### config.mk
export PLATFORM = sky130hd
export DESIGN_NAME = voxel_projector
export DESIGN_NICKNAME = d
export VERILOG_FILES = /design/src/rtl/voxel_projector.sv
export SDC_FILE = /design/constraint.sdc
export NUM_CORES = 2
export LEC_CHECK = 0
export CAP_MARGIN = 15
export CORE_MARGIN = 10
export CORE_UTILIZATION = 55
export DETAILED_ROUTE_END_ITERATION = 12
export PLACE_DENSITY = 0.72
export SYNTH_ARGS = -nofsm -noshare
export SYNTH_HDL_FRONTEND = slang
export SYNTH_SLANG_ARGS = --single-unit
### constraint.sdc
create_clock -name clk -period 29.7 [get_ports clk]
set_input_delay 2.97 -clock clk [delete_from_list [all_inputs] [get_ports clk]]
set_output_delay 2.97 -clock clk [all_outputs]
set_load 0.01 [all_outputs]
### src/rtl/voxel_projector.sv
// voxel_projector: orthographic 1-bit voxel renderer, front-most hit per pixel; optional depth shading via VOXEL_DEPTH_SHADE_EN.
module voxel_projector #(
  parameter int DIM_B = 3,
  parameter int STRIDE_B = 5,
  parameter int ADDR_W = 12,
  parameter int DATA_W = 8,
  parameter int FB_BASE = 0,
  parameter logic [DATA_W-1:0] FG_COLOR = 8'hFF,
  parameter logic [DATA_W-1:0] BG_COLOR = 8'h00,
  parameter int SHADE_STEP = 16
) (
  input  logic              clk,
  input  logic              reset,
  input  logic              start,
  input  logic [1:0]        view_axis,
  input  logic              vox_we,
  input  logic [DIM_B-1:0]  vox_wx,
  input  logic [DIM_B-1:0]  vox_wy,
  input  logic [DIM_B-1:0]  vox_wz,
  input  logic              vox_wd,
  output logic              busy,
  output logic              done,
  output logic              fb_valid,
  input  logic              fb_ready,
  output logic [ADDR_W-1:0] fb_addr,
  output logic [DATA_W-1:0] fb_data
);
  localparam int N = 1 << DIM_B;
  typedef enum logic [1:0] {IDLE, SCAN, EMIT, DONE} state_t;
  state_t state, state_n;
  logic [N*N*N-1:0] vox;
  logic [1:0] axis;
  logic [DIM_B-1:0] u, v, d, x, y, z;
  logic hit, last_d, last_px;
  logic [ADDR_W-1:0] addr;
  logic [DATA_W-1:0] hit_color;
  // (u,v,d) -> (x,y,z) for the latched axis
  always_comb begin
    x = axis == 2'd1 ? d : u;
    y = axis == 2'd2 ? d : v;
    z = axis == 2'd1 ? u : axis == 2'd2 ? v : d;
  end
  assign hit = vox[{z, y, x}];
  assign last_d = &d;
  assign last_px = &u && &v;
  assign addr = ADDR_W'(FB_BASE + (int'(v) << STRIDE_B) + int'(u));
`ifdef VOXEL_DEPTH_SHADE_EN
  localparam int SW = DATA_W + DIM_B;
  logic [SW-1:0] shade;
  assign shade = SW'(d) * SW'(SHADE_STEP);
  assign hit_color = shade > SW'(FG_COLOR) ? '0 : DATA_W'(SW'(FG_COLOR) - shade);
`else
  assign hit_color = FG_COLOR;
`endif
  assign busy = state != IDLE;
  assign done = state == DONE;
  assign fb_valid = state == EMIT;
  always_ff @(posedge clk or posedge reset)
    if (reset) state <= IDLE;
    else state <= state_n;
  always_comb begin
    state_n = state;
    case (state)
      IDLE: state_n = start ? SCAN : IDLE;
      SCAN: state_n = hit || last_d ? EMIT : SCAN;
      EMIT: state_n = !fb_ready ? EMIT : last_px ? DONE : SCAN;
      default: state_n = IDLE;
    endcase
  end
  always_ff @(posedge clk or posedge reset)
    if (reset) vox <= '0;
    else if (vox_we && state == IDLE) vox[{vox_wz, vox_wy, vox_wx}] <= vox_wd;
  always_ff @(posedge clk or posedge reset)
    if (reset) begin
      axis <= '0;
      u <= '0;
      v <= '0;
      d <= '0;
      fb_addr <= '0;
      fb_data <= '0;
    end else begin
      case (state)
        IDLE: if (start) begin
          axis <= view_axis == 2'd3 ? 2'd0 : view_axis;
          u <= '0;
          v <= '0;
          d <= '0;
        end
        SCAN: if (hit || last_d) begin
          fb_data <= hit ? hit_color : BG_COLOR;
          fb_addr <= addr;
        end else d <= d + 1'b1;
        EMIT: if (fb_ready) begin
          d <= '0;
          u <= u + 1'b1;
          if (&u) v <= v + 1'b1;
        end
        default: ;
      endcase
    end
endmodule

==> impl_metrics.toml <==
[run_status]
outcome = "complete, no violations"

[worst_setup_path]
critPathLaunchType = "flip-flop"
crit_end = "d[1]"
r2r_slack_ns = 23.78
reg2reg_from = "axis[1]"
end_kind = "flip-flop"
rr_worst_depth = 11
required_ns = 30.25
crit_start = "axis[1]"
critical_path_class = "reg -> reg"
crit_fanout = 38
r2r_end = "d[1]"
critPathArrivalTime_ns = 6.47

[placed_design]
dp.cells = 3736
dp_hpwl_um = 60800
port_buffers = 33
place_congestion = 0.987

[clocking]
clockBufferDepth = 3
cts_resized = 0
cts_hold_repair.buffers = 0
cts_setup_buffers = 0
root_buffer = "clkbuf_16"
cts_tree = "yes"
cts_num_sinks = 532
path_clk_slew_ns = 0.06
cts_htree_levels = 2
clock_latency_ns = 0.66
cts_made_buffers = 57

[logic_synthesis]
synthCells = 3288
yosys_warnings = 0
ys_ff_latch = 532
postSynth.asyncResetShare_pct = 100
ys_seq_area_share_pct = 46.6
synth_compound_area_share_pct = 18.2
synth_top_family_by_area = "simple AND/OR/NAND/NOR gates"
synthDistinctLibCells = 82
muxShareOfSynthArea_pct = 7.85
synth-simple-area-share_pct = 21.6
yosys.area_share.adder_pct = 0.263
avgSynthCellArea_um2 = 8.69
syn_area_um2 = 28600
synth_xor_area_share_pct = 0.0307
synth-edff-count = 0
synthFlopType = "dfrtp_1"

[routing]
num_vias = 27695
routed_wl_um = 111000
drt_iter0_markers = 4929
drc = 0
vias_per_cell = 7.21
final_antenna_net_count = 0
firstDrtPassIters = 7
wire_per_inst_um = 28.9

[floorplan]
coreArea_um2 = 51400
pin_count = 40
placementRows = 83
die-area_um2 = 61400
die-width_um = 248
die_h_um = 248
initial_core_util_pct = 55.6

[timing]
rsz0062_at_grt = "no"
fmax_ghz = 0.169
slew_viol_final = 0
setup_viol = 0
slew_headroom_pct = 13.7
fin_skew_ns = 0.0249
hold_viol_final = 0
fin_setup_tns_ns = 0
worst_slew_pin_slew_ns = 1.29
finalCritPeriodShare_pct = 19.9
timing.final.crit_period_ns = 5.92

[grt]
grt_pass1_vias = 26418
grt-ovfl-total = 0
antenna_found_initial = 3
grt_usage_pct = 35.4
use_met1_pct = 46.6
grt_pass1_wl_um = 165000
use_met2_pct = 50.5
grt_max_degree = 196
busiest_layer = "met2"
grtUsageMet3_pct = 12.1

[finish]
diodes = 0
nets = 3145
layout_commonest_cell = "nand2_1"
mostFrequentLayoutCells = "nand2_1, nand3_1, dfrtp_1"
drive_gt1_share_pct = 8.98
final_cells = 3843
syn_to_final_growth_pct = 8.62

[power]
ir_drop_v = 0.0000496
p_per_area_nw_per_um2 = 72.1
p_leak_nw = 15.5

[hold_path]
min_path_type = "reg -> reg"

[job]
max_cap_viol_count = 0
## registers in the layout, summed over array words and instances, names as in the netlist
| name | cells |
|---|---|
| v | 3 |
| fb_addr | 6 |
| fb_data | 1 |
| vox | 512 |
| u | 3 |
| d | 3 |
| state | 2 |
| axis | 2 |
## metrics by stage
stage | instance area (um2) | total power [W] | setup WS [ns] | util, % | hold slack [ns]
3_3_place_gp | 29000 | 0.00145 | 23.79 | 56.4 | 0.484
4_1_cts | 31000 | 0.00220 | 23.90 | 60.2 | 0.505
6_report | 31000 | 0.00224 | 23.78 | 60.3 | 0.505
5_1_grt | 31000 | 0.00228 | 23.67 | 60.3 | 0.525
3_5_place_dp | 29000 | 0.00146 | 23.71 | 56.5 | 0.490
2_1_floorplan | 28600 | 0.00124 | 11.86 | - | 0.466
## cells in the mapped netlist, drive strengths merged (12+ instances only)
library cell  count  area share, %
dfrtp           532             47
o21ai           532            9.3
inv              26           0.34
a211oi           47            1.2
clkbuf          254            3.3
o211a            32            1.1
a211o            12           0.37
mux4             49            3.9
mux2i            94            3.3
buf              83            1.8
nand2           659            8.7
a21oi            34           0.64
a22oi            14           0.39
nand2b           16           0.35
nand3           544            9.5
mux2             16           0.64
nor2             95            1.2
o211ai           52            1.5
## critical path, cell delays in order (launching register included)
cell      delay [ns]
dfrtp_1         0.94
and3b_1         0.41
a21oi_4         0.53
buf_4           0.63
buf_4           0.64
mux4_2          0.62
a22o_1          0.21
o311ai_0        0.60
o221a_2         0.35
o211ai_4        0.17
a311oi_4        0.38
mux2i_1         0.25
## area by class of cell
| type | count | area, um2 |
|---|---|---|
| fillers | 4270 | 20400 |
| multi-input cells | 2398 | 13900 |
| flip-flops and latches | 532 | 13300 |
| clock buffers | 81 | 1690 |
| repair buffers | 107 | 920 |
| well taps | 680 | 851 |
| clock inverters | 19 | 256 |
| inverters | 26 | 105 |
## report_power, final
part	switching, W	internal [W]	leakage [nW]
Combinational	0.000485	0.000208	7.11
Clock	0.000316	0.000437	0.951
Sequential	0.0000391	0.000749	7.39
Total	0.000841	0.00139	15.5
## layer usage
layer / vias up / part of all wire (%)
met4: 2 / 6.5
met5: - / 0.012
met1: 13431 / 35
met3: 536 / 16
li1: 11336 / -
met2: 2390 / 42
## how the worst min path moves through the flow
| stage | depth (start not counted) | start | endpoint | slack (ns) |
|---|---|---|---|---|
| 4_1_cts | 2 | vox[437] | vox[437] | 0.51 |
| 3_5_place_dp | 2 | vox[437] | vox[437] | 0.49 |
| 2_1_floorplan | 2 | vox[245] | vox[245] | 0.47 |
| 5_1_grt | 2 | vox[24] | vox[24] | 0.52 |
| 6_report | 2 | vox[124] | vox[124] | 0.51 |
| 3_3_place_gp | 2 | vox[8] | vox[8] | 0.48 |
## cells by family after synthesis
family / Yosys count
AOI/OAI and AO/OA: 838
xor gates and xnor gates: 1
adders and majority gates: 6
buffers and inverters: 363
DFF: 532
muxes: 159
other: 1
and+or+nand+nor: 1388
No activity file was read; power rests on OpenSTA's default activity.
